File: src/rtl/audio_steer_ctrl_pkg.sv
// Shared definitions for the audio steering controller: FSM state encoding and
// default tuning constants for the deadband and the step scaling.
package audio_steer_ctrl_pkg;

    typedef enum logic [2:0] {
        StIdle,
        StWait,
        StAccum,
        StDecide,
        StIssue
    } state_e;

    localparam int unsigned DefThresh    = 8000;
    localparam int unsigned DefHyst      = 1000;
    localparam int unsigned DefStepUnit  = 16;
    localparam int unsigned DefStepShift = 5;
    localparam int unsigned DefTimeout   = 1000000;

endpackage

File: src/rtl/audio_steer_ctrl_if.sv
// Sample inputs from the mic integrators and the step-command handshake to the
// motor driver. The master drives samples and ack; the controller is the slave.
interface audio_steer_ctrl_if #(
    parameter int unsigned W     = 16,
    parameter int unsigned VAL_W = 8
);
    logic [W-1:0]     int_l;
    logic             int_l_valid;
    logic [W-1:0]     int_r;
    logic             int_r_valid;
    logic             motor_ack;
    logic             cmd_valid;
    logic             dir;
    logic [VAL_W-1:0] val;
    logic             err_timeout;
    logic             sample_drop;

    modport master (
        output int_l, int_l_valid, int_r, int_r_valid, motor_ack,
        input  cmd_valid, dir, val, err_timeout, sample_drop
    );

    modport slave (
        input  int_l, int_l_valid, int_r, int_r_valid, motor_ack,
        output cmd_valid, dir, val, err_timeout, sample_drop
    );
endinterface

File: src/rtl/audio_steer_ctrl_pair_capture.sv
// Pairs left/right samples arriving on independent strobes. A lone sample is
// held (newest same-side sample wins) until its partner arrives or the wait
// timer expires, in which case it is discarded with a one-cycle err_timeout.
module audio_steer_ctrl_pair_capture #(
    parameter int unsigned W       = 16,
    parameter int unsigned TIMEOUT = 1000000
) (
    input  logic         clk_i,
    input  logic         rst_i,
    input  logic         accept_i,
    input  logic         l_valid_i,
    input  logic [W-1:0] l_i,
    input  logic         r_valid_i,
    input  logic [W-1:0] r_i,
    output logic         pair_valid_o,
    output logic [W-1:0] pair_l_o,
    output logic [W-1:0] pair_r_o,
    output logic         holding_o,
    output logic         err_timeout_o
);
    localparam int unsigned TW = $clog2(TIMEOUT + 1);

    logic          held_l_q, held_l_d, held_r_q, held_r_d;
    logic [W-1:0]  lat_l_q, lat_l_d, lat_r_q, lat_r_d;
    logic [TW-1:0] timer_q, timer_d;
    logic          err_q, err_d;
    logic          lv, rv;

    assign lv = l_valid_i & accept_i;
    assign rv = r_valid_i & accept_i;

    // A pair completes on the strobe that meets a held partner (or both at once).
    assign pair_valid_o = (lv & rv) | (held_l_q & rv) | (held_r_q & lv);
    assign pair_l_o     = lv ? l_i : lat_l_q;
    assign pair_r_o     = rv ? r_i : lat_r_q;
    assign holding_o    = held_l_d | held_r_d;
    assign err_timeout_o = err_q;

    // Latch/overwrite held samples and run the partner wait timer.
    always_comb begin
        held_l_d = held_l_q;
        held_r_d = held_r_q;
        lat_l_d  = lat_l_q;
        lat_r_d  = lat_r_q;
        timer_d  = timer_q;
        err_d    = 1'b0;
        if (pair_valid_o) begin
            held_l_d = 1'b0;
            held_r_d = 1'b0;
            timer_d  = '0;
        end else if (held_l_q | held_r_q) begin
            // Only same-side strobes reach here; they refresh data, not the timer.
            if (lv) lat_l_d = l_i;
            if (rv) lat_r_d = r_i;
            if (timer_q == TW'(TIMEOUT - 1)) begin
                held_l_d = 1'b0;
                held_r_d = 1'b0;
                timer_d  = '0;
                err_d    = 1'b1;
            end else begin
                timer_d = timer_q + 1'b1;
            end
        end else begin
            if (lv) begin
                lat_l_d  = l_i;
                held_l_d = 1'b1;
                timer_d  = '0;
            end
            if (rv) begin
                lat_r_d  = r_i;
                held_r_d = 1'b1;
                timer_d  = '0;
            end
        end
    end

    // Capture state registers.
    always_ff @(posedge clk_i) begin
        if (rst_i) begin
            held_l_q <= 1'b0;
            held_r_q <= 1'b0;
            lat_l_q  <= '0;
            lat_r_q  <= '0;
            timer_q  <= '0;
            err_q    <= 1'b0;
        end else begin
            held_l_q <= held_l_d;
            held_r_q <= held_r_d;
            lat_l_q  <= lat_l_d;
            lat_r_q  <= lat_r_d;
            timer_q  <= timer_d;
            err_q    <= err_d;
        end
    end

endmodule

File: src/rtl/audio_steer_ctrl.sv
// Two-mic steering controller: accumulates 2^AVG_LOG2 sample pairs, compares
// the averages against a hysteretic deadband and issues a saturated step
// command to the motor driver over a valid/ack handshake.
module audio_steer_ctrl
    import audio_steer_ctrl_pkg::*;
#(
    parameter int unsigned W          = 16,
    parameter int unsigned VAL_W      = 8,
    parameter int unsigned AVG_LOG2   = 2,
    parameter int unsigned THRESH     = DefThresh,
    parameter int unsigned HYST       = DefHyst,
    parameter int unsigned STEP_UNIT  = DefStepUnit,
    parameter int unsigned STEP_SHIFT = DefStepShift,
    parameter int unsigned TIMEOUT    = DefTimeout
) (
    input logic               clk_i,
    input logic               rst_i,
    audio_steer_ctrl_if.slave bus
);
    localparam int unsigned W1    = W + 1;
    localparam int unsigned SW    = W + AVG_LOG2;
    localparam int unsigned CW    = AVG_LOG2 + 1;
    localparam int unsigned ProdW = W1 + $clog2(STEP_UNIT + 1) + VAL_W;
    localparam logic [W1-1:0]    ThrLo  = W1'(THRESH - HYST);
    localparam logic [W1-1:0]    ThrHi  = W1'(THRESH);
    localparam logic [CW-1:0]    NPairs = CW'(1 << AVG_LOG2);
    localparam logic [VAL_W-1:0] ValMax = '1;

    state_e           state_q, state_d, rest_state;
    logic [SW-1:0]    sum_l_q, sum_l_d, sum_r_q, sum_r_d;
    logic [CW-1:0]    count_q, count_d;
    logic [W-1:0]     avg_l_q, avg_l_d, avg_r_q, avg_r_d;
    logic             engaged_q, engaged_d;
    logic             dir_q, dir_d;
    logic [VAL_W-1:0] val_q, val_d;
    logic             drop_q, drop_d;

    logic             pair_valid, holding, accept, window_full;
    logic [W-1:0]     pair_l, pair_r;
    logic signed [W1-1:0] diff;
    logic [W1-1:0]    abs_diff, thr, mag;
    logic [ProdW-1:0] steps_raw;
    logic [VAL_W-1:0] steps;
    logic             over;

    // Samples are refused while deciding/issuing, and in the ACCUM cycle that
    // closes a full window (its pair would otherwise fall between windows).
    assign window_full = (count_q == NPairs);
    assign accept = (state_q == StIdle) || (state_q == StWait) ||
                    ((state_q == StAccum) && !window_full);
    assign drop_d = !accept && (bus.int_l_valid || bus.int_r_valid);
    assign rest_state = holding ? StWait : StIdle;

    audio_steer_ctrl_pair_capture #(
        .W       (W),
        .TIMEOUT (TIMEOUT)
    ) u_capture (
        .clk_i         (clk_i),
        .rst_i         (rst_i),
        .accept_i      (accept),
        .l_valid_i     (bus.int_l_valid),
        .l_i           (bus.int_l),
        .r_valid_i     (bus.int_r_valid),
        .r_i           (bus.int_r),
        .pair_valid_o  (pair_valid),
        .pair_l_o      (pair_l),
        .pair_r_o      (pair_r),
        .holding_o     (holding),
        .err_timeout_o (bus.err_timeout)
    );

    // Decision datapath: signed difference, hysteretic threshold, saturated steps.
    always_comb begin
        diff      = $signed({1'b0, avg_r_q}) - $signed({1'b0, avg_l_q});
        abs_diff  = diff[W] ? $unsigned(-diff) : $unsigned(diff);
        thr       = engaged_q ? ThrLo : ThrHi;
        over      = abs_diff > thr;
        mag       = abs_diff - thr;
        steps_raw = ProdW'(mag >> STEP_SHIFT) * ProdW'(STEP_UNIT);
        steps     = (steps_raw > ProdW'(ValMax)) ? ValMax : steps_raw[VAL_W-1:0];
    end

    // Next-state: accumulate pairs, close the window, decide and hold the command.
    always_comb begin
        state_d   = state_q;
        sum_l_d   = sum_l_q;
        sum_r_d   = sum_r_q;
        count_d   = count_q;
        avg_l_d   = avg_l_q;
        avg_r_d   = avg_r_q;
        engaged_d = engaged_q;
        dir_d     = dir_q;
        val_d     = val_q;
        if (pair_valid) begin
            sum_l_d = sum_l_q + SW'(pair_l);
            sum_r_d = sum_r_q + SW'(pair_r);
            count_d = count_q + CW'(1);
        end
        unique case (state_q)
            StIdle, StWait: begin
                state_d = pair_valid ? StAccum : rest_state;
            end
            StAccum: begin
                if (window_full) begin
                    avg_l_d = W'(sum_l_q >> AVG_LOG2);
                    avg_r_d = W'(sum_r_q >> AVG_LOG2);
                    sum_l_d = '0;
                    sum_r_d = '0;
                    count_d = '0;
                    state_d = StDecide;
                end else begin
                    state_d = pair_valid ? StAccum : rest_state;
                end
            end
            StDecide: begin
                if (abs_diff <= ThrLo) engaged_d = 1'b0;
                if (over && (steps != '0)) begin
                    dir_d     = ~diff[W];
                    val_d     = steps;
                    engaged_d = 1'b1;
                    state_d   = StIssue;
                end else begin
                    state_d = rest_state;
                end
            end
            StIssue: begin
                if (bus.motor_ack) state_d = rest_state;
            end
            default: state_d = StIdle;
        endcase
    end

    // Controller state registers.
    always_ff @(posedge clk_i) begin
        if (rst_i) begin
            state_q   <= StIdle;
            sum_l_q   <= '0;
            sum_r_q   <= '0;
            count_q   <= '0;
            avg_l_q   <= '0;
            avg_r_q   <= '0;
            engaged_q <= 1'b0;
            dir_q     <= 1'b0;
            val_q     <= '0;
            drop_q    <= 1'b0;
        end else begin
            state_q   <= state_d;
            sum_l_q   <= sum_l_d;
            sum_r_q   <= sum_r_d;
            count_q   <= count_d;
            avg_l_q   <= avg_l_d;
            avg_r_q   <= avg_r_d;
            engaged_q <= engaged_d;
            dir_q     <= dir_d;
            val_q     <= val_d;
            drop_q    <= drop_d;
        end
    end

    assign bus.cmd_valid   = (state_q == StIssue);
    assign bus.dir         = dir_q;
    assign bus.val         = val_q;
    assign bus.sample_drop = drop_q;

endmodule

File: src/flat_wrapper.sv
// flat-port wrapper written by rule: the top's interface ports become plain ports
module audio_steer_ctrl_flat import audio_steer_ctrl_pkg::*;
#(
    parameter int unsigned W          = 16,
    parameter int unsigned VAL_W      = 8,
    parameter int unsigned AVG_LOG2   = 2,
    parameter int unsigned THRESH     = DefThresh,
    parameter int unsigned HYST       = DefHyst,
    parameter int unsigned STEP_UNIT  = DefStepUnit,
    parameter int unsigned STEP_SHIFT = DefStepShift,
    parameter int unsigned TIMEOUT    = DefTimeout
)
  (clk_i, rst_i, bus_int_l, bus_int_l_valid, bus_int_r, bus_int_r_valid, bus_motor_ack, bus_cmd_valid, bus_dir, bus_val, bus_err_timeout, bus_sample_drop);
  audio_steer_ctrl_if #(.W(W), .VAL_W(VAL_W)) bus_i ();
  input logic clk_i;
  input logic rst_i;
  input wire logic [$bits(bus_i.int_l)-1:0] bus_int_l;
  input wire logic [$bits(bus_i.int_l_valid)-1:0] bus_int_l_valid;
  input wire logic [$bits(bus_i.int_r)-1:0] bus_int_r;
  input wire logic [$bits(bus_i.int_r_valid)-1:0] bus_int_r_valid;
  input wire logic [$bits(bus_i.motor_ack)-1:0] bus_motor_ack;
  output wire logic [$bits(bus_i.cmd_valid)-1:0] bus_cmd_valid;
  output wire logic [$bits(bus_i.dir)-1:0] bus_dir;
  output wire logic [$bits(bus_i.val)-1:0] bus_val;
  output wire logic [$bits(bus_i.err_timeout)-1:0] bus_err_timeout;
  output wire logic [$bits(bus_i.sample_drop)-1:0] bus_sample_drop;
  assign bus_i.int_l = bus_int_l;
  assign bus_i.int_l_valid = bus_int_l_valid;
  assign bus_i.int_r = bus_int_r;
  assign bus_i.int_r_valid = bus_int_r_valid;
  assign bus_i.motor_ack = bus_motor_ack;
  assign bus_cmd_valid = bus_i.cmd_valid;
  assign bus_dir = bus_i.dir;
  assign bus_val = bus_i.val;
  assign bus_err_timeout = bus_i.err_timeout;
  assign bus_sample_drop = bus_i.sample_drop;
  audio_steer_ctrl #(.W(W), .VAL_W(VAL_W), .AVG_LOG2(AVG_LOG2), .THRESH(THRESH), .HYST(HYST), .STEP_UNIT(STEP_UNIT), .STEP_SHIFT(STEP_SHIFT), .TIMEOUT(TIMEOUT)) u_core (.clk_i(clk_i), .rst_i(rst_i), .bus(bus_i));
endmodule
File: config.mk
export PLATFORM = sky130hd
export DESIGN_NAME = audio_steer_ctrl_flat
export DESIGN_NICKNAME = d
export VERILOG_FILES = /design/src/rtl/audio_steer_ctrl_pkg.sv /design/src/rtl/audio_steer_ctrl_if.sv /design/src/rtl/audio_steer_ctrl_pair_capture.sv /design/src/rtl/audio_steer_ctrl.sv /design/src/flat_wrapper.sv
export SDC_FILE = /design/constraint.sdc
export NUM_CORES = 1
export LEC_CHECK = 0
export ABC_AREA = 1
export BUFFER_PORTS_ARGS = -buffer_cell sky130_fd_sc_hd__buf_2
export CAP_MARGIN = 20
export CORE_MARGIN = 10
export CORE_UTILIZATION = 28
export CTS_BUF_LIST = sky130_fd_sc_hd__clkbuf_4 sky130_fd_sc_hd__clkbuf_8 sky130_fd_sc_hd__clkbuf_16
export DETAILED_ROUTE_END_ITERATION = 7
export PLACE_DENSITY = 0.48
export SLEW_MARGIN = 30
export SYNTH_ARGS = -nofsm -noshare
export SYNTH_HDL_FRONTEND = slang
export SYNTH_SLANG_ARGS = --single-unit
File: constraint.sdc
create_clock -name clk_i -period 5.2 [get_ports clk_i]
set_clock_uncertainty 0.05 [all_clocks]
set_input_delay 0 -clock clk_i [delete_from_list [all_inputs] [get_ports clk_i]]
set_output_delay 0 -clock clk_i [all_outputs]
set_load 0.05 [all_outputs]
# After elaboration in Yosys (flattened, before gate mapping)
# Index checks and enable logic that the tools add are counted.
totals:
  reg_bits: 140
  latchBits: 0
  ram_bits: 0
  romBits: 0
  inputBits: 37
  out_inout_bits: 12
  elab_cells: 97
  mem_count: 0
classes:
  n_addsub: 7
  multipliers: 0
  div_mod_pow: 0
  n_lt_le_gt_ge: 3
  n_eq_ne: 7
  n_shift: 0
  mux: 35
  n_bitwise: 11
  n_reduce_logical: 18
op_table:
  columns: ["cell", "count"]
  rows:
  - ["2-to-1 mux 18 bit", 6]
  - ["2-to-1 mux 20 bit", 4]
  - ["adder 18 x 16 -> 18 bit", 2]
  - ["2-to-1 mux 16 bit", 2]
  - ["2-to-1 mux 3 bit", 7]
  - ["adder 20 x 1 -> 20 bit, second input constant", 1]
  - ["== test 20 bit, second input constant", 1]
  - ["> comparator 17 bit", 1]
  - ["less-or-equal comparator 17 x 13 -> 1 bit, second input constant", 1]
  - ["2-to-1 mux 17 bit", 1]
  - ["negation 17 bit", 1]
  - ["subtractor 16 x 16 -> 17 bit", 1]
  - ["subtractor 17 bit", 1]
  - ["> comparator 16 x 8 -> 1 bit, second input constant", 1]
  - ["2-to-1 mux 1 bit", 12]
  - ["case mux 3 bit (4 select lines)", 1]
  - ["2-to-1 mux 11 bit", 1]
  - ["2-to-1 mux 8 bit", 1]
  - ["nonzero test 8 bit", 1]
  - ["== test 3 x 2 -> 1 bit, second input constant", 2]
  - ["== test 3 bit, second input constant", 2]
  - ["AND reduction 2 bit", 3]
  - ["bitwise AND 1 bit", 5]
  - ["OR 1 bit", 4]
  - ["12 further kinds", 19]

# Longest topological paths before layout
# Gate-level depths: netlist (run 1).
depth:
  ltp_word: 14
  ltp_mapped: 32
  ltp_nobuf: 30

# Modules after synthesis
# From an unflattened synthesis (run 1), not the netlist that was laid out.
unflattened:
  hier_cells: 1358
  hier_area_um2: 8943.6
by_module_without_submodules:
  columns: ["mod", "n_inst", "cells_each", "area_each_um2", "seq_area_each_um2"]
  rows:
  - ["audio_steer_ctrl", 1, 944, 6160.9, 1641.6]
  - ["audio_steer_ctrl_pair_capture", 1, 414, 2782.7, 1101.1]

# Worst setup path after synthesis (run 1)
# OpenSTA, ideal clock, no wires.
synth_timing:
  kind: "reg2reg"
  from: "register u_core.avg_r_q[0]"
  to: "register u_core.val_q[4], in the netlist u_core.bus.val[4]"
  setup_time_ns: 0.114
  t_arrival_ns: 3.684
  required_time_ns: 5.036
  setup_slack_ns: 1.353
  path_stages_with_launch: 33
  path_buffers: 2
  synth_period_minus_slack_ns: 3.847
  cell_sequence: "dfxtp_1 -> inv_1 -> ha_1 -> fa_1 -> inv_1 -> nand3_1 -> nand2_2 -> nand2_2 -> nand2_2 -> a21oi_2 -> buf_6 -> buf_4 -> inv_2 -> a21oi_1 -> xor2_1 -> inv_1 -> ha_1 -> a21oi_1 -> nand3_2 -> nand2_4 -> nand2_4 -> nand3_4 -> nand2_1 -> nand2_1 -> inv_1 -> a21oi_1 -> nand3_2 -> nor2_4 -> nand3_2 -> nand3_4 -> nand2_1 -> nand2_1 -> nor2_1"
synth_via:
  elab_chain_cells: 9
  word_cells_on_any_way: 10
  classes_between: "3 x add/sub; 2 x order compare; 2 x mux; 3 x reduce/logical"
synth_rtl:
  columns: ["item", "line_no", "text"]
  rows:
  - ["from (decl)", "audio_steer_ctrl.sv:32", "logic [W-1:0] avg_l_q, avg_l_d, avg_r_q, avg_r_d;"]
  - ["from (signal assigned)", "audio_steer_ctrl.sv:152", "avg_r_q <= avg_r_d;"]
  - ["subtractor 16 x 16 -> 17 bit *", "audio_steer_ctrl.sv:74", "diff = $signed({1'b0, avg_r_q}) - $signed({1'b0, avg_l_q});"]
  - ["negation 17 bit", "audio_steer_ctrl.sv:75", "abs_diff = diff[W] ? $unsigned(-diff) : $unsigned(diff);"]
  - ["2-to-1 mux 17 bit *", "audio_steer_ctrl.sv:75", null]
  - ["subtractor 17 bit", "audio_steer_ctrl.sv:78", "mag = abs_diff - thr;"]
  - ["> comparator 16 x 8 -> 1 bit", "audio_steer_ctrl.sv:80", "steps = (steps_raw > ProdW'(ValMax)) ? ValMax : steps_raw[VAL_W-1:0];"]
  - ["2-to-1 mux 8 bit", "audio_steer_ctrl.sv:80", null]
  - ["nonzero test 8 bit", "audio_steer_ctrl.sv:117", "if (over && (steps != '0)) begin"]
  - ["logical AND 1 bit", "audio_steer_ctrl.sv:117", null]
  - ["AND reduction 2 bit (no line)", null, null]
  - ["to (signal assigned)", "audio_steer_ctrl.sv:155", "val_q <= val_d;"]
  - ["to (decl)", "audio_steer_ctrl.sv:35", "logic [VAL_W-1:0] val_q, val_d;"]
# Mark *: on every way between the ends. The rest lies on a longest branch, timed or not.
# A chain may end at the register's enable or synchronous reset.

# Final worst setup path (run 1)
layout_timing:
  from: "register u_core.avg_l_q[11]"
  to: "register u_core.state_q[2]"
layout_via:
  elab_chain_cells: 10
  word_cells_on_any_way: 11
  classes_between: "3 x add/sub; 2 x order compare; 4 x mux; 2 x reduce/logical"
layout_rtl:
  columns: ["item", "line_no", "text"]
  rows:
  - ["from (decl)", "audio_steer_ctrl.sv:32", null]
  - ["from (signal assigned)", "audio_steer_ctrl.sv:151", "avg_l_q <= avg_l_d;"]
  - ["subtractor 16 x 16 -> 17 bit *", "audio_steer_ctrl.sv:74", null]
  - ["negation 17 bit", "audio_steer_ctrl.sv:75", null]
  - ["2-to-1 mux 17 bit *", "audio_steer_ctrl.sv:75", null]
  - ["subtractor 17 bit", "audio_steer_ctrl.sv:78", null]
  - ["> comparator 16 x 8 -> 1 bit", "audio_steer_ctrl.sv:80", null]
  - ["2-to-1 mux 8 bit", "audio_steer_ctrl.sv:80", null]
  - ["nonzero test 8 bit", "audio_steer_ctrl.sv:117", null]
  - ["logical AND 1 bit *", "audio_steer_ctrl.sv:117", null]
  - ["2-to-1 mux 3 bit *", "audio_steer_ctrl.sv:117", null]
  - ["case mux 3 bit (4 select lines) *", "audio_steer_ctrl.sv:99", "unique case (state_q)"]
  - ["to (signal assigned)", "audio_steer_ctrl.sv:136", "state_q <= StIdle;"]
  - ["to (signal assigned)", "audio_steer_ctrl.sv:147", "state_q <= state_d;"]
  - ["to (decl)", "audio_steer_ctrl.sv:29", "state_e state_q, state_d, rest_state;"]
# Marks and branches as above.

==> reports/metrics.cfg, run 1 <==
[synthesis]
synthSimpleGateAreaFrac_pct=29.4
synth_edf_count=0
synth-xor-area-share_pct=3.51
synth_fp_nets=1443
synthFlopType=dfxtp_1
synth-seq-area-share_pct=30.5
synthDominantCellAreaShare_pct=30.5
synth_area_leaders=dfxtp_1 31%, nand2_1 13%, ha_1 7.7%, o21ai_0 7.1%, a21oi_1 6.5%
synth_cell_types=48
synth_cells=1348
ys_async_sr_fraction_pct=0
yosys_warnings=0
ys_seq_elements=137
syn_avg_cell_area_um2=6.67
synth_area_um2=8990
yosysMostFrequentCell=nand2_1
synth_mux_area_share_pct=0
synth_top_family_by_area=simple AND/OR/NAND/NOR gates
synth_compound_area_share_pct=19.3
synth.largest_area_cell=dfxtp_1
synth_fa_ha_area_share_pct=8.32
synth_commonest_cells=323 x nand2_1, 151 x inv_1, 137 x dfxtp_1

[routing]
antenna_left=0
drt-total-wl_mm=24.5
vias=8563
via_per_inst=4.67
drt_first_iter_violations=601
route.detailed.drc=0
drt_pass1_iterations=5
wire_per_inst_um=13.4

[global_routing]
grt_pass1_wl_mm=40.9
first_global_vias=8198
grt_max_degree=74
overflow=0
grt.total_usage_pct=12.6
antenna_found_initial=0

[flow_run]
max_cap_viol_count=0

[clock_tree]
post_cts_buffers=0
clockBufferDepth=2
numCtsBuffers=17
clk_pin_slew_ns=0.07
clock-sinks=137
cts_tree=yes
cts-root-buf=clkbuf_16
htree_levels=4
clk_latency_ns=0.43

[sta]
setup_viol=0
fmax_mhz=215
worst_pin_slew_ns=0.747
max_slew_margin_pct=49.7
rsz0062_at_grt=no
setup_tns_ns=0
fin_crit_ns=4.66
final_hold_viol_count=0
fin_ws_ns=0.539
drv_slew=0
post-route-period-util_pct=89.6

[cells_and_area]
seq_area_um2=2740
nets=1512
multi_input_area_um2=5460
drive_gt1_share_pct=10.7
instances_no_fill=1832
final_cell_area_um2=10600
nFillCells=3410
diodes=0
syn_to_final_growth_pct=18.0

[power]
pwr_density_cell_nw_per_um2=285
p_leak_nw=4.84
vdd_drop_max_v=0.000148

[place]
dpl-instance-area_um2=9630
io_buffers=48
hpwl_mm=18.3
gp_congestion=0.794
dp_slack_ns=0.748
dp_cells=1763

[floorplan]
fp.dieH_um=199
fp-row-count=65
core_um2=31600
dieArea_um2=39700
initial_core_util_pct=28.4
io_pins=49
dieWidth_um=199

[setup_path]
crit_fanout=21
arrival_ns=4.92
cp.required_ns=5.46
end_kind=register
crit_path_start_kind=register
path_class=reg -> reg

[run_status]
outcome=finished, final reports clean

[hold_path]
hold_path_class=in -> reg

-- routing by layer --
layer	track usage, %	share of wire (%)	vias up
met5	0	0	-
met4	2.91	0.69	0
met3	2.12	2.6	10
met2	20.0	44	116
met1	17.2	53	3807
li1	-	-	4630
-- power breakdown --
part	internal [mW]	switching [mW]
clock network	0.738	0.532
logic	0.213	0.371
registers	1.12	0.0476
-- worst max-delay path, stage by stage, from the launching register on --
cell and delay [ns]:
dfxtp_1 0.30, inv_1 0.05, ha_1 0.33, a21oi_1 0.31, nand2_1 0.09, nand2_1 0.06, nand2_1 0.07, a21oi_4 0.41
inv_2 0.14, a21oi_1 0.17, xor2_1 0.19, inv_1 0.06, ha_1 0.29, a21oi_1 0.22, nand3_2 0.14, nand2_4 0.11
nand2_4 0.08, nand3_4 0.07, nand2_1 0.05, nand2_1 0.05, inv_1 0.04, a21oi_1 0.14, nand3_2 0.12, nor2_4 0.12
nand3_2 0.11, nand3_4 0.12, a21oi_1 0.07, dlygate4sd3_1 0.55
-- repair_timing --
item | CTS | global route
hold buffers | 37 | 0
hold endpoints to repair | 37 | 0
resized for setup | 0 | 1
setup endpoints to repair | 0 | 1
-- stage by stage --
stage | util, % | power (mW) | hold WS (ns)
finish | 33.5 | 3.02 | 0.331
global route | 33.5 | 3.19 | 0.357
detailed placement | 30.4 | 1.75 | 0.241
global placement | 30.4 | 1.75 | 0.239
CTS | 33.5 | 3.06 | 0.294
floorplan | - | 1.61 | 0.0191
-- layout make-up --
cell class,instances,share of cell area [%]
multi-input combinational,1004,51.5
sequential,137,25.9
timing repair buffer,96,6.53
inverter,161,5.70
tap,402,4.74
clock buffer,19,4.21
clock inverter,13,1.50
-- cells by family (layout without fill, tap and decap cells) --
| family | after synthesis | count (layout) |
|---|---|---|
| AND/OR/NAND/NOR | 596 | 596 |
| flip-flops | 137 | 137 |
| AO/OA/AOI/OAI | 314 | 314 |
| XOR/XNOR | 36 | 36 |
| adder cells (fa/ha/maj) | 58 | 58 |
| buffers and inverters | 207 | 289 |
-- flip-flops by register name, summed over array words and instances (netlist names), 3 cells and up --
register / cells
u_core.avg_l_q: 16
u_core.u_capture.lat_r_q: 16
u_core.sum_l_q: 18
u_core.count_q: 3
u_core.sum_r_q: 18
u_core.bus.val: 5
u_core.u_capture.timer_q: 20
u_core.u_capture.lat_l_q: 16
u_core.state_q: 3
u_core.avg_r_q: 16
-- cell usage in the layout (no fill, tap or decap), drive strengths merged, types with 2 or more instances in the layout --
cell type and instances:
a211oi 4, ha 55, clkinv 5, bufinv 2, inv 163, a21oi 121, nand3b 3, a31oi 34
a221oi 3, xor2 30, fa 3, xnor2 6, dlygate4sd3 37, dfxtp 137, o2111ai 5, nor4 5
clkbuf 19, or2 4, o211ai 9, buf 59, clkinvlp 4, nand3 76, nor3 25, o21bai 4
o21ai 128, nand2 346, nand4 17, nor2 118
-- worst paths after layout --
check / cells past startpoint / slack [ns] / startpoint / end
max: 27 / 0.54 / u_core.avg_l_q[11] / u_core.state_q[2]
min: 5 / 0.33 / bus_int_l_valid / u_core.u_capture.lat_l_q[2]
max reg2reg: 27 / 0.54 / u_core.avg_l_q[11] / u_core.state_q[2]
min reg2reg: 2 / 0.41 / u_core.avg_l_q[10] / u_core.avg_l_q[10]
No activity file was read; power rests on OpenSTA's default activity.
==> run 2, diff against run 1 <==
--- a/config.mk
+++ b/config.mk
@@ -13,6 +13,7 @@
 export CTS_BUF_LIST = sky130_fd_sc_hd__clkbuf_4 sky130_fd_sc_hd__clkbuf_8 sky130_fd_sc_hd__clkbuf_16
 export DETAILED_ROUTE_END_ITERATION = 7
 export PLACE_DENSITY = 0.48
+export REMOVE_ABC_BUFFERS = 1
 export SLEW_MARGIN = 30
 export SYNTH_ARGS = -nofsm -noshare
 export SYNTH_HDL_FRONTEND = slang
==> run 2 against run 1 <==
- maximum frequency up 15%
- register-to-register slack better by 0.60 ns
- highest routed layer unchanged
- total power down 0.29%
- combinational power down 0.7%
- sequential share of layout area about the same
==> reports/metrics.cfg, run 2 (synthesis gave the netlist of run 1 again) <==
[cells_and_area]
diodes=0
layout_common_cells=323 x nand2_1, 150 x inv_1, 137 x dfxtp_1
layout_commonest_cell=nand2_1
top_regs=u_core.u_capture.timer_q (20), u_core.sum_l_q (18), u_core.sum_r_q (18)
regMostFlops=u_core.u_capture.timer_q
drive_gt1_share_pct=10.8
syn_to_final_growth_pct=18.0
nets=1512
largest_register_ffs=20
instances_no_fill=1832

[routing]
antenna_left=0
drt_pass1_iterations=7
via_per_inst=4.66
drt_first_iter_violations=476
drt-total-wl_mm=23.3
vias=8542
wire_per_inst_um=12.7
route.detailed.drc=0

[setup_path]
path_delay_family=simple AND/OR/NAND/NOR gates
crit_cells=26
arrival_ns=4.31
path_class=reg -> reg
end_kind=register
crit_fanout=17
reg2reg_depth=26
critPathSlowestCell=dfxtp_1
cp.required_ns=5.44
path_buf_inv=2
max_stage_delay_ns=0.37
crit_top_cell=nand2_1
crit_path_start_kind=register

[flow_run]
max_cap_viol_count=0

[sta]
worst_pin_slew_ns=0.855
post-route-period-util_pct=78.2
final_hold_viol_count=0
rsz0062_at_grt=no
setup_tns_ns=0
max_slew_margin_pct=42.4
setup_viol=0
fin_crit_ns=4.07
drv_slew=0
fmax_mhz=246

[clock_tree]
clockBufferDepth=2
clock-sinks=137
clk_pin_slew_ns=0.07
numCtsBuffers=17
post_cts_buffers=0
htree_levels=4
cts-root-buf=clkbuf_16
clk_latency_ns=0.42
cts_tree=yes
cts_resized=0

[global_routing]
first_global_vias=8339
grt.total_usage_pct=12.3
overflow=0
antenna_found_initial=0
grt_max_degree=74
grt_pass1_wl_mm=40.4

[floorplan]
fp.dieH_um=199
io_pins=49
fp-row-count=65
core_um2=31600
initial_core_util_pct=28.4
dieWidth_um=199
dieArea_um2=39700

[hold_path]
holdPathStages=4
hold_path_class=in -> reg

[place]
io_buffers=48
dp_cells=1763
hpwl_mm=17.6
gp_congestion=0.858

[power]
intPower_mw=2.08
p_seq_share_pct=38.8
vdd_drop_max_v=0.000198
clkPwrFrac_pct=42.0
switching_share_pct=31.0
p_comb_share_pct=19.3
finalPower_mw=3.01
p_leak_nw=4.85
switching_power_mw=0.933
pwr_density_cell_nw_per_um2=284

[run_status]
outcome=finished, final reports clean

run 2: stage by stage:
stage          cell area (µm²)  setup slack (ns)  hold WS (ns)  util [%]
2_1_floorplan             8790            -0.716        0.0191         -
3_3_place_gp              9630              1.15         0.229      30.4
4_1_cts                  10600              1.11         0.330      33.5
5_1_grt                  10600             0.595         0.381      33.5
3_5_place_dp              9630              1.13         0.236      30.4
6_report                 10600              1.13         0.350      33.5
run 2: cell type report:
class / instances / area [µm²]
sequential: 137 / 2740
inverter: 161 / 604
timing repair buffer: 96 / 693
clock buffer: 19 / 453
fill: 3402 / 21000
multi-input combinational: 1004 / 5450
tap: 402 / 503
clock inverter: 13 / 154
run 2: path summary, 6_finish.rpt:
| path | start | endpoint | slack (ns) |
|---|---|---|---|
| worst min-delay path | bus_int_l[8] | u_core.u_capture.lat_l_q[8] | 0.35 |
| worst max-delay path | u_core.state_q[1] | u_core.sum_r_q[17] | 1.13 |
| worst min register to register | u_core.sum_l_q[16] | u_core.sum_l_q[16] | 0.41 |
| worst max register to register | u_core.state_q[1] | u_core.sum_r_q[17] | 1.13 |
run 2: metal layers:
metal / GRT usage, % / share of wire [%]
met1: 16.3 / 51
met2: 20.4 / 46
met3: 1.80 / 2.7
met4: 2.74 / 0.86
met5: 0 / 0
run 2: repair_timing:
| action | 4_1_cts | 5_1_grt |
|---|---|---|
| hold buffers | 37 | 0 |
| endpoints found under the hold margin | 37 | 0 |
| setup endpoints to repair | 0 | 0 |
run 2: power by group through the flow:
stage | registers (mW) | logic [mW] | clock network [mW]
2_1_floorplan | 1.18 | 0.418 | 0
3_3_place_gp | 1.19 | 0.562 | 0
3_5_place_dp | 1.19 | 0.561 | 0
4_1_cts | 1.17 | 0.585 | 1.30
5_1_grt | 1.18 | 0.669 | 1.34
6_report | 1.17 | 0.580 | 1.26
run 2: worst min-delay path, stage by stage:
cell,delay [ns]
dlygate4sd3_1,0.51
buf_2,0.09
nand2_1,0.06
a31oi_1,0.12
==> run 3, diff against run 2 <==
==> constraint.sdc (replaced) <==
create_clock -name clk_i -period 4 [get_ports clk_i]
set_clock_uncertainty 0.05 [all_clocks]
set_input_delay 0 -clock clk_i [delete_from_list [all_inputs] [get_ports clk_i]]
set_output_delay 0 -clock clk_i [all_outputs]
set_load 0.05 [all_outputs]
==> run 3 against run 2 <==
- non-clock buffer count increased by 18
- worst hold slack worse by 0.0091 ns
- utilization increased by 1.5 points
- sequential cell count stayed put
- register-to-register slack worse by 0.94 ns
- combinational power grew 36%
- total power rose by 35%
- via count up 2.0%
- sequential share of layout area shrank 1.1 points
- wire length up 2.2%
- critical path type unchanged
- highest routed layer unchanged
==> reports/metrics.cfg, run 3 (synthesis gave the netlist of run 1 again) <==
[run_status]
outcome=finished, final reports clean

[power]
p_leak_nw=4.99
vdd_drop_max_v=0.000243
pwr_density_cell_nw_per_um2=368

[clock_tree]
cts-root-buf=clkbuf_16
clk_latency_ns=0.43
numCtsBuffers=17
htree_levels=4
clock-sinks=137
clockBufferDepth=2
cts_tree=yes
clk_pin_slew_ns=0.06

[routing]
drt_pass1_iterations=5
vias=8714
drt-total-wl_mm=23.8
route.detailed.drc=0
via_per_inst=4.71
antenna_left=0
wire_per_inst_um=12.9
drt_first_iter_violations=453

[place]
gp_congestion=0.840
io_buffers=48
hpwl_mm=17.8
dp_slack_ns=0.0125

[floorplan]
io_pins=49
core_um2=31600
dieWidth_um=199
fp-row-count=65
initial_core_util_pct=28.4
dieArea_um2=39700
fp.dieH_um=199

[setup_path]
path_buf_inv=4
cp.required_ns=4.27
path_class=reg -> reg
crit_path_start_kind=register
crit_top_cell=nand2_2
rrSetupSlack_ns=0.19
end_kind=register
critPathSlowestCell=fa_2
arrival_ns=4.08
path_delay_family=simple AND/OR/NAND/NOR gates
max_stage_delay_ns=0.60
crit_fanout=5

[cells_and_area]
top_regs=u_core.u_capture.timer_q (20), u_core.sum_l_q (18), u_core.sum_r_q (18)
multi_input_area_um2=5720
seq_area_um2=2740
regMostFlops=u_core.u_capture.timer_q
nets=1531
diodes=0
layout_common_cells=310 x nand2_1, 145 x inv_1, 136 x dfxtp_1
layout_commonest_cell=nand2_1
nFillCells=3365
drive_gt1_share_pct=15.0
syn_to_final_growth_pct=23.2
largest_register_ffs=20
fin_util_pct=35.0

[global_routing]
first_global_vias=8274
overflow=0
grt_max_degree=72
grt_pass1_wl_mm=39.9
antenna_found_initial=0
grt.total_usage_pct=12.2

[sta]
max_slew_margin_pct=43.0
holdWs_ns=0.341
post-route-period-util_pct=95.2
drv_slew=0
setup_viol=0
worst_pin_slew_ns=0.855
final_hold_viol_count=0
fmax_mhz=263
fin_ws_ns=0.193
fin_crit_ns=3.81

[flow_run]
max_cap_viol_count=0

[hold_path]
hold_path_class=in -> reg

## run 3: cell types whose count changed in the layout (fill, tap and decap cells not counted), moves of 4 or more
cell and delta:
nand2_1 -13, o21ai_1 +5, clkinvlp_4 +4, inv_1 -5
buf_4 +18, ha_1 -13, a21oi_1 -4, ha_2 +4
ha_4 +9, o21ai_0 -6, nand2_2 +12, inv_6 -5
## run 3: worst min-delay path: cells and delay by family
kind | cells | cell delay, ns
AO/OA/AOI/OAI | 1 | 0.11
buffers and inverters | 2 | 0.61
AND/OR/NAND/NOR | 1 | 0.06
## run 3: worst paths after layout
check             depth (start not counted)                          end                from
hold reg to reg                           2           u_core.avg_l_q[15]  u_core.avg_l_q[15]
hold / removal                            4  u_core.u_capture.lat_r_q[9]        bus_int_r[9]
setup reg to reg                         28            u_core.bus.val[4]   u_core.avg_r_q[0]
setup / recovery                         28            u_core.bus.val[4]   u_core.avg_r_q[0]
## run 3: layer usage
layer	global-route usage (%)	part of all wire, %	up-vias
li1	-	-	4665
met1	16.2	49	3921
met2	19.9	46	114
met3	2.22	3.0	14
met4	3.45	1.2	0
met5	0	0	-
## run 3: layout make-up
cell class / instances / area share, %
multi-input combinational: 1005 / 51.6
sequential: 137 / 24.8
timing repair buffer: 114 / 7.57
inverter: 161 / 5.50
tap: 402 / 4.54
clock buffer: 18 / 3.97
clock inverter: 14 / 2.00
## run 3: power breakdown
group | switching [mW] | internal, mW
Combinational | 0.488 | 0.299
Sequential | 0.0613 | 1.45
Clock | 0.646 | 1.13
## run 3: repair_timing
action                     in CTS  in global routing
cloned                          0                  1
resized for setup               2                 63
pin swaps                       0                 26
hold buffers                   36                  0
hold endpoints to repair       37                  0
buffers inserted                1                  8
setup endpoints to repair       4                 15
## run 3: through the flow
| step | instances | power [mW] | setup TNS (ns) | area [µm²] |
|---|---|---|---|---|
| finish | 1851 | 4.08 | 0 | 11100 |
| global route | 1851 | 4.32 | -0.353 | 11100 |
| CTS | 1842 | 4.11 | 0 | 10700 |
| detailed placement | 1773 | 2.29 | 0 | 9710 |
| global placement | 1773 | 2.29 | 0 | 9710 |
| floorplan | 1302 | 2.07 | -85.15 | 8790 |
